<file path="src/rtl/store_merge_pkg.sv">
// -----------------------------------------------------------------------------
// store_merge_pkg
// Shared encodings for the store_merge block: store modes, FSM states and the
// small helpers that decide alignment and replicate a source value across lanes.
// Imported by store_merge (top) and store_lane_merge (lane insertion).
// -----------------------------------------------------------------------------
package store_merge_pkg;

    typedef enum logic [1:0] {
        STORE_WORD = 2'b00,
        STORE_HALF = 2'b01,
        STORE_BYTE = 2'b10,
        STORE_RSVD = 2'b11
    } store_mode_e;

    typedef enum logic [2:0] {
        IDLE = 3'd0,
        RD   = 3'd1,
        MRG  = 3'd2,
        WR   = 3'd3,
        ERR  = 3'd4
    } state_e;

    // A request is rejected when its address is not naturally aligned to its
    // size, or when the mode encoding is reserved.
    function automatic logic is_misaligned(input store_mode_e mode, input logic [1:0] addr_lo);
        case (mode)
            STORE_WORD: return (addr_lo != 2'b00);
            STORE_HALF: return addr_lo[0];
            STORE_BYTE: return 1'b0;
            default:    return 1'b1;
        endcase
    endfunction

    // Copy the live part of the source into every lane it could occupy:
    // byte -> x4, half -> x2, word -> unchanged.
    function automatic logic [31:0] replicate_lanes(input logic [31:0] src, input store_mode_e mode);
        case (mode)
            STORE_BYTE: return {4{src[7:0]}};
            STORE_HALF: return {2{src[15:0]}};
            default:    return src;
        endcase
    endfunction

endpackage

</file>
<file path="src/rtl/store_lane_merge.sv">
// -----------------------------------------------------------------------------
// store_lane_merge
// Combinational lane insertion for sub-word stores (little-endian lanes).
//   i_old     : word currently in memory
//   i_src     : register source value (low byte/half used for sub-word stores)
//   i_addr_lo : byte address bits [1:0]
//   i_mode    : store mode
//   o_merged  : i_old with the selected lane(s) replaced by the source
//   o_be      : byte enables of the lane(s) written
// -----------------------------------------------------------------------------
module store_lane_merge
    import store_merge_pkg::*;
(
    input  logic [31:0]  i_old,
    input  logic [31:0]  i_src,
    input  logic [1:0]   i_addr_lo,
    input  store_mode_e  i_mode,
    output logic [31:0]  o_merged,
    output logic [3:0]   o_be
);

    logic [31:0] w_rep;

    assign w_rep = replicate_lanes(i_src, i_mode);

    always_comb begin
        // NOTE: every output gets a default before any branch so no path can
        // leave it unassigned, which would infer a latch.
        o_merged = i_old;
        o_be     = 4'b0000;

        case (i_mode)
            STORE_BYTE: o_be = 4'b0001 << i_addr_lo;
            STORE_HALF: o_be = i_addr_lo[1] ? 4'b1100 : 4'b0011;
            default:    o_be = 4'b1111;
        endcase

        // The replicated source already has the right value in every lane, so
        // the enables alone pick which lanes come from it.
        for (int k = 0; k < 4; k++) begin
            if (o_be[k]) begin
                o_merged[8*k +: 8] = w_rep[8*k +: 8];
            end
        end
    end

endmodule

</file>
<file path="src/rtl/store_merge.sv">
// -----------------------------------------------------------------------------
// store_merge
// Turns byte/half/word store requests into whole-word memory writes.
// Default build: sub-word stores do read-modify-write (IDLE->RD->MRG->WR).
// With macro STORE_MERGE_BE_EN defined: a mem_be output is added and every
// aligned store goes IDLE->WR directly with replicated lanes and byte enables.
// Misaligned or reserved-mode requests go IDLE->ERR and pulse align_err.
//
// Ports
//   clk, reset_n          clock, asynchronous active-low reset
//   req_valid/req_ready   request handshake (ready only in IDLE)
//   req_addr/wdata/mode   store byte address, source value, 00 W / 01 H / 10 B
//   mem_addr              word-aligned address, valid in RD/MRG/WR
//   mem_rd / mem_rdata    read strobe; data returned one cycle later
//   mem_we / mem_wdata    write strobe and data
//   mem_be                byte enables (STORE_MERGE_BE_EN only)
//   done / align_err      one-cycle completion / rejection pulses
// All outputs come straight from registers.
// -----------------------------------------------------------------------------
module store_merge
    import store_merge_pkg::*;
#(
    parameter int ADDR_W = 32
) (
    input  logic              clk,
    input  logic              reset_n,
    input  logic              req_valid,
    output logic              req_ready,
    input  logic [ADDR_W-1:0] req_addr,
    input  logic [31:0]       req_wdata,
    input  logic [1:0]        req_mode,
    output logic [ADDR_W-1:0] mem_addr,
    output logic              mem_rd,
    input  logic [31:0]       mem_rdata,
    output logic              mem_we,
    output logic [31:0]       mem_wdata,
`ifdef STORE_MERGE_BE_EN
    output logic [3:0]        mem_be,
`endif
    output logic              done,
    output logic              align_err
);

    state_e              r_state;
    logic                r_req_ready;
    logic                r_mem_rd;
    logic                r_mem_we;
    logic                r_done;
    logic                r_align_err;
    logic [ADDR_W-1:0]   r_mem_addr;
    logic [31:0]         r_mem_wdata;

    store_mode_e         w_req_mode;
    logic                w_accept;
    logic                w_misaligned;
    logic [ADDR_W-1:0]   w_word_addr;

    logic [31:0]         w_old;
    logic [31:0]         w_src;
    logic [1:0]          w_lo;
    store_mode_e         w_mode;
    logic [31:0]         w_merged;
    logic [3:0]          w_be;

    assign w_req_mode   = store_mode_e'(req_mode);
    assign w_accept     = (r_state == IDLE) && r_req_ready && req_valid;
    assign w_misaligned = is_misaligned(w_req_mode, req_addr[1:0]);
    assign w_word_addr  = {req_addr[ADDR_W-1:2], 2'b00};

`ifdef STORE_MERGE_BE_EN
    logic [3:0] r_mem_be;

    // Merge straight from the incoming request; with the old word also set to
    // the replicated source, every lane carries the source value.
    assign w_old  = replicate_lanes(req_wdata, w_req_mode);
    assign w_src  = req_wdata;
    assign w_lo   = req_addr[1:0];
    assign w_mode = w_req_mode;
`else
    logic [31:0] r_wdata;
    logic [1:0]  r_addr_lo;
    store_mode_e r_mode;

    // Merge in MRG, when the word read in RD is on mem_rdata.
    assign w_old  = mem_rdata;
    assign w_src  = r_wdata;
    assign w_lo   = r_addr_lo;
    assign w_mode = r_mode;
`endif

    store_lane_merge u_lane_merge (
        .i_old     (w_old),
        .i_src     (w_src),
        .i_addr_lo (w_lo),
        .i_mode    (w_mode),
        .o_merged  (w_merged),
        .o_be      (w_be)
    );

    // NOTE: state and registered outputs use non-blocking assignments so every
    // register samples pre-edge values regardless of statement order.
    always_ff @(posedge clk or negedge reset_n) begin
        if (!reset_n) begin
            r_state     <= IDLE;
            r_req_ready <= 1'b0;
            r_mem_rd    <= 1'b0;
            r_mem_we    <= 1'b0;
            r_done      <= 1'b0;
            r_align_err <= 1'b0;
            r_mem_addr  <= '0;
            r_mem_wdata <= '0;
`ifdef STORE_MERGE_BE_EN
            r_mem_be    <= 4'b0000;
`else
            r_wdata     <= '0;
            r_addr_lo   <= 2'b00;
            r_mode      <= STORE_WORD;
`endif
        end else begin
            // Strobes are single-cycle unless a branch below raises them.
            r_mem_rd    <= 1'b0;
            r_mem_we    <= 1'b0;
            r_done      <= 1'b0;
            r_align_err <= 1'b0;

            case (r_state)
                IDLE: begin
                    if (w_accept) begin
                        r_req_ready <= 1'b0;
`ifndef STORE_MERGE_BE_EN
                        r_wdata     <= req_wdata;
                        r_addr_lo   <= req_addr[1:0];
                        r_mode      <= w_req_mode;
`endif
                        if (w_misaligned) begin
                            r_state     <= ERR;
                            r_align_err <= 1'b1;
`ifdef STORE_MERGE_BE_EN
                        end else begin
                            r_state     <= WR;
                            r_mem_we    <= 1'b1;
                            r_done      <= 1'b1;
                            r_mem_addr  <= w_word_addr;
                            r_mem_wdata <= w_merged;
                            r_mem_be    <= w_be;
                        end
`else
                        end else if (w_req_mode == STORE_WORD) begin
                            r_state     <= WR;
                            r_mem_we    <= 1'b1;
                            r_done      <= 1'b1;
                            r_mem_addr  <= w_word_addr;
                            r_mem_wdata <= req_wdata;
                        end else begin
                            r_state     <= RD;
                            r_mem_rd    <= 1'b1;
                            r_mem_addr  <= w_word_addr;
                        end
`endif
                    end else begin
                        // Ready rises one edge after reset release and stays
                        // up while idle.
                        r_req_ready <= 1'b1;
                    end
                end

                RD: begin
                    r_state <= MRG;
                end

                MRG: begin
                    r_state     <= WR;
                    r_mem_we    <= 1'b1;
                    r_done      <= 1'b1;
                    r_mem_wdata <= w_merged;
                end

                WR: begin
                    r_state     <= IDLE;
                    r_req_ready <= 1'b1;
                    r_mem_addr  <= '0;
                    r_mem_wdata <= '0;
`ifdef STORE_MERGE_BE_EN
                    r_mem_be    <= 4'b0000;
`endif
                end

                ERR: begin
                    r_state     <= IDLE;
                    r_req_ready <= 1'b1;
                end

                default: begin
                    r_state     <= IDLE;
                    r_req_ready <= 1'b0;
                end
            endcase
        end
    end

`ifndef STORE_MERGE_BE_EN
    // Only half/byte stores reach MRG, and those always enable some lane.
    a_mrg_has_lane: assert property (@(posedge clk) disable iff (!reset_n)
        (r_state == MRG) |-> (w_be != 4'b0000));
`endif

    a_strobes_exclusive: assert property (@(posedge clk) disable iff (!reset_n)
        !(r_mem_rd && r_mem_we) && !(r_align_err && (r_mem_rd || r_mem_we || r_done)));

    assign req_ready = r_req_ready;
    assign mem_rd    = r_mem_rd;
    assign mem_we    = r_mem_we;
    assign done      = r_done;
    assign align_err = r_align_err;
    assign mem_addr  = r_mem_addr;
    assign mem_wdata = r_mem_wdata;
`ifdef STORE_MERGE_BE_EN
    assign mem_be    = r_mem_be;
`endif

endmodule

</file>
<file path="config.mk">
export PLATFORM = sky130hd
export DESIGN_NAME = store_merge
export DESIGN_NICKNAME = d
export VERILOG_FILES = /design/src/rtl/store_merge_pkg.sv /design/src/rtl/store_lane_merge.sv /design/src/rtl/store_merge.sv
export SDC_FILE = /design/constraint.sdc
export NUM_CORES = 1
export LEC_CHECK = 0
export ABC_AREA = 1
export ABC_CLOCK_PERIOD_IN_PS = 5000
export BUFFER_PORTS_ARGS = -buffer_cell sky130_fd_sc_hd__buf_2
export CORE_ASPECT_RATIO = 0.6
export CORE_MARGIN = 2
export CORE_UTILIZATION = 40
export DETAILED_ROUTE_END_ITERATION = 8
export PLACE_DENSITY = 0.71
export SYNTH_ARGS = -nofsm -noshare
export SYNTH_HDL_FRONTEND = slang
export SYNTH_SLANG_ARGS = --single-unit
export TNS_END_PERCENT = 30
</file>
<file path="constraint.sdc">
create_clock -name clk -period 5 [get_ports clk]
set_input_delay 1 -clock clk [delete_from_list [all_inputs] [get_ports clk]]
set_output_delay 1 -clock clk [all_outputs]
set_load 0.005 [all_outputs]
</file>
# After elaboration in Yosys (flattened, before gate mapping)

Cells that the tools add are included.

Input port bits: 101
Logic and storage cells: 66
Output and inout bits: 69
Bits in registers: 107

Shift-type cells: 1
Equality and inequality tests: 11
Reductions and logical operators: 12
Mux-type cells: 32

Operators by type and width:

| cell                  | count |
|---|---|
| $mux W32              | 5 |
| $pmux W32 S2          | 2 |
| $pmux W32 S3          | 1 |
| $mux W8               | 4 |
| $mux W1               | 11 |
| $pmux W3 S3           | 1 |
| $pmux W4 S2           | 1 |
| $eq A3 B2 Y1 const B  | 2 |
| $mux W3               | 2 |
| $pmux W1 S3           | 2 |
| $eq A2 B1 Y1 const B  | 2 |
| $eq A2 B2 Y1 const B  | 2 |
| $mux W4               | 1 |
| $ne A2 B2 Y1 const B  | 2 |
| $reduce_and A4 Y1     | 1 |
| $reduce_bool A2 Y1    | 2 |
| $reduce_or A2 Y1      | 2 |
| $shl A1 B2 Y4 const A | 1 |
| $eq A3 B1 Y1 const B  | 1 |
| $eq A3 B3 Y1 const B  | 1 |
| $logic_not A3 Y1      | 1 |
| $reduce_and A3 Y1     | 1 |
| $reduce_bool A3 Y1    | 1 |
| $logic_and A1 B1 Y1   | 2 |
| other kinds (5)       | 5 |

# Longest topological paths before layout

Depth in word-level cells: 5
Depth in mapped cells: 12
Gate-level depth less buffers: 10

# Modules after synthesis

From an unflattened synthesis, not the netlist that was laid out.

Cell total of the unflattened synthesis: 872
Area total of the unflattened synthesis: 6005.8 µm²

Modules (own cells, without submodules):

| module           | instances | seq. area each (µm²) | cells each | area an instance (µm²) |
|---|---|---|---|---|
| store_merge      | 1         | 2627.5               | 645        | 5007.3 |
| store_lane_merge | 1         | 0.0                  | 227        | 998.5 |

# Least setup slack after synthesis

OpenSTA, ideal clock, no wires.

Path kind: input port to flip-flop
Start: input req_addr[1]
End: register r_mem_wdata[0], in the netlist mem_wdata[0]
Arrival: 1.808 ns
Cell stages on the path: 8
Required time: 4.884 ns
Path slack: 3.076 ns
Library setup time: 0.116 ns
Path through: inv_1 o21ai_0 nand3_2 nand3_4 inv_4 buf_6 nand2_1 nand2_1

Longest elaborated chain between the ends: 4

RTL lines:

| element                     | line                  | text |
|---|---|---|
| start: declaration          | store_merge.sv:29     | `input logic [ADDR_W-1:0] req_addr,` |
| $reduce_bool A2 Y1          | store_merge_pkg.sv:28 | `STORE_WORD: return (addr_lo != 2'b00);` |
| $pmux W1 S3                 | store_merge_pkg.sv:27 | `case (mode)` |
| $ne A2 B2 Y1 (no line)      | n/a                   |  |
| $reduce_and A4 Y1 (no line) | n/a                   |  |
| end signal: assignment      | store_merge.sv:153    | `r_mem_wdata <= req_wdata;` |
| end signal: assignment      | store_merge.sv:175    | `r_mem_wdata <= w_merged;` |
| end: declaration            | store_merge.sv:51     | `logic [31:0] r_mem_wdata;` |

No other way between the ends.
A chain may end at the register's enable or synchronous reset.

# Worst setup path in the final report

Start: register r_mode[0]
End: register r_mem_wdata[18], in the netlist mem_wdata[18]

Longest elaborated chain between the ends: 4

RTL lines:

| element                                             | line                                          | text |
|---|---|---|
| start: declaration                                  | store_merge.sv:82                             | `store_mode_e r_mode;` |
| start signal: assignment                            | store_merge.sv:133                            | `r_mode <= w_req_mode;` |
| $eq A2 B1 Y1 / $eq A2 B2 Y1 (equally long branches) | store_merge_pkg.sv:38, store_lane_merge.sv:32 |  |
| $pmux W32 S2 / $pmux W4 S2 (equally long branches)  | store_merge_pkg.sv:38, store_lane_merge.sv:32 |  |
| $mux W8 (*)                                         | store_lane_merge.sv:41                        | `if (o_be[k]) begin` |
| $pmux W32 S3 (*)                                    | store_merge.sv:126                            | `case (r_state)` |

Mark *: on every way between the ends. The rest lies on a longest branch, timed or not.

==> qor.csv <==
stage,metric,value,unit
worst_setup_path,rr_endpoint,mem_wdata[18],
worst_setup_path,r2r_slack,2.58,ns
grt,grtUsageMet2,0.282,
worst_setup_path,cp-start-kind,flip-flop,
floorplan,rows,33,
timing,setup_viol,0,
synth,syn_avg_cell_area,7.34,sq um
clock_network,cts.sinks,105,
timing,worst_slew_pin_slew,0.946,ns
grt,overflow,0,
timing,setup_tns,0,ns
worst_setup_path,r2r_cells,9,
grt,grt_max_degree,75,
clock_network,clock_path_buffers,2,
clock_network,htree_levels,3,
route,ant_nets,0,
synth,yosysTopAreaCell,dfrtp_1,
worst_setup_path,path_cells,inv_1 > ha_1 > a21oi_4 > nand2_1 > nand2_1 > nand3_1 > nand2_1 > nand2_1 > nand2_1,
synth,synth_edf_count,0,
grt,grt_pass1_vias,4664,
synth,syn_area,5580,sq um
worst_setup_path,worst-path-max-fanout,18,
worst_setup_path,max_stage_delay,0.56,ns
synth,yosys.cell_count.top_type,nand2_1,
clock_network,path_clk_slew,0.08,ns
floorplan,die_y,95.5,um
worst_hold_path,hold_class,reg2reg,
synth,synth_area_leaders,"dfrtp_1, nand2_1, nand3_1, inv_1, o21ai_1",
route,drc,0,
worst_setup_path,crit_top_cell,nand2_1,
synth,ys_ff_latch,105,
clock_network,insertion_delay,0.36,ns
grt,track_usage,0.210,
floorplan,core-area,13600,sq um
place,place_area,6420,sq um
floorplan,die_w,156,um
worst_setup_path,cp_data_required_time,5.29,ns
clock_network,cts_tree,yes,
worst_setup_path,path_class,reg2reg,
grt,use_met3,0.0591,
grt,grt_use_met1,0.331,
final_layout,final_nets,1004,
clock_network,hold_buffers,0,
final_layout,fillers,1380,
synth,dominantRegCellSynth,dfrtp_1,
clock_network,clockRootBuffer,clkbuf_16,
timing,relSlewSlack,0.369,
route,via_per_inst,4.91,
final_layout,drive_gt1_frac,0.228,
worst_hold_path,hold_depth,2,
final_layout,synthToLayoutAreaGrowth,20.4,%
worst_setup_path,endpoint_kind,flip-flop,
worst_hold_path,whs_endpoint,mem_wdata[17],
power_and_ir_drop,power,4.57,mW
route,wl,15.6,mm
worst_setup_path,r2r-start,r_mode[0],
power_and_ir_drop,powerDensity,680,nW/um^2
final_layout,antenna_cells,0,
timing,post-route-period-util,0.483,
grt,antenna_found_initial,0,
power_and_ir_drop,irDropWorstVdd,0.276,mV
worst_setup_path,arrival,2.70,ns
timing,clock_skew,0.0126,ns
floorplan,io_pins,170,
route,drt_pre_antenna_iters,5,
grt,grt_pass1_wl,24.2,mm
timing,fin_worst_hold_slack,0.479,ns
synth,synth_warnings,0,
timing,finalCriticalPeriod,2.42,ns
synth,synth_cell_types,29,
floorplan,die_area,14900,sq um
place,gp_congestion,0.864,
synth,synth.top_cell.area_share,0.471,
final_layout,fin_area,6720,sq um
floorplan,start_util,0.410,
route,wire_per_inst,14.4,um
synth,seq_area_frac_synth,0.471,
timing,maxSlewViolCount,0,
power_and_ir_drop,leakage,3.82,nW
place,portBuffers,167,
clock_network,cts_resized,0,
route,num_vias,5305,
timing,fmax,0.414,GHz
timing,finalHoldViolCount,0,
place,dp_hpwl,11.2,mm
grt,grt_busiest_layer,met1,
final_layout,multi_input_area,2520,sq um
worst_hold_path,hp-start,mem_wdata[17],
clock_network,cts_setup_buffers,0,
worst_setup_path,slowest_stage,a21oi_4,
synth,syn_inst,760,
synth,synthTopCellsByCount,"nand2_1, dfrtp_1, nand3_1, inv_1, o21ai_1",
run_status,outcome,completed,
synth,synth-async-reset-ratio,1.00,
final_layout,seq_area,2630,sq um
clock_network,cts_made_buffers,9,
timing,rsz0062_at_grt,false,
flow_run,drv_cap,0,
route,first_iter_violations,366,
## area by class of cell
| cell class | instances | area share |
|---|---|---|
| Clock inverter | 7 | 0.0104 |
| Inverter | 48 | 0.0272 |
| Sequential cell | 105 | 0.391 |
| Clock buffer | 9 | 0.0335 |
| Tap cell | 175 | 0.0326 |
| Timing Repair Buffer | 171 | 0.129 |
| Multi-Input combinational cell | 566 | 0.376 |
## power by group
| part | switching (mW) | total (mW) | internal, mW |
|---|---|---|---|
| Sequential | 0.238 | 1.48 | 1.25 |
| Clock | 0.357 | 0.711 | 0.354 |
| Combinational | 1.56 | 2.37 | 0.810 |
## state kept, by name, indices dropped and copies added, names as in the netlist
signal and cells:
align_err 1, done 1, mem_addr 30, mem_rd 1, mem_wdata 32, r_addr_lo 2, r_mode 2, r_state 3
r_wdata 32, req_ready 1
## worst max-delay path by stage
stage	start	slack, ns	end
finish	r_mode[0]	2.58	mem_wdata[18]
global route	r_mode[0]	2.44	mem_wdata[18]
CTS	r_mode[0]	2.65	mem_wdata[18]
detailed placement	req_valid	2.32	mem_wdata[1]
global placement	req_valid	2.37	mem_wdata[14]
floorplan	req_addr[1]	3.08	mem_wdata[0]
## cells by family (layout without fill, tap and decap cells)
| family | after synthesis | in the layout | share of synthesized area |
|---|---|---|---|
| other | 1 | 2 | 0.000672 |
| flip-flops | 105 | 105 | 0.471 |
| adder cells (fa/ha/maj) | 2 | 2 | 0.00448 |
| AND/OR/NAND/NOR | 501 | 501 | 0.387 |
| buffers and inverters | 90 | 235 | 0.0776 |
| AO/OA/AOI/OAI | 61 | 61 | 0.0594 |
## worst max-delay path: cells and delay by family (launching register included)
kind / cells / cell delay [ns]
simple gates: 6 / 0.83
compound gates: 1 / 0.56
fa+ha+maj: 1 / 0.53
flops: 1 / 0.37
buf+inv: 1 / 0.05
## per-stage QoR
stage	std cells	setup WS [ns]	utilization
after floorplan	761	3.08	-
after global placement	1065	2.37	0.471
after detailed placement	1065	2.32	0.471
after CTS	1081	2.65	0.493
after global routing	1081	2.44	0.493
final	1081	2.58	0.493
## per-layer routing
layer  vias up  share of wire
li1       2663              -
met1      2416           0.50
met2       216           0.39
met3        10          0.096
met4         0         0.0081
met5         -              0
## placed cells by master (no fill, tap or decap), types with 3 or more instances in the layout
cell type  Yosys  layout
dfrtp_1      105     105
clkbuf_16      0       9
nand3_2        4       4
or2_0         13      13
buf_4         11       5
inv_2          3       3
o21ai_0       23      23
o21ai_1       31      31
buf_2         17     166
inv_8          0       4
nand3_1       67      67
nand3b_1      16      16
a21oi_1        3       3
nand3_4        3       3
nand2_1      384     384
inv_1         44      44
nor2_1         6       6
Note: power is estimated with default switching activity, not from simulation.
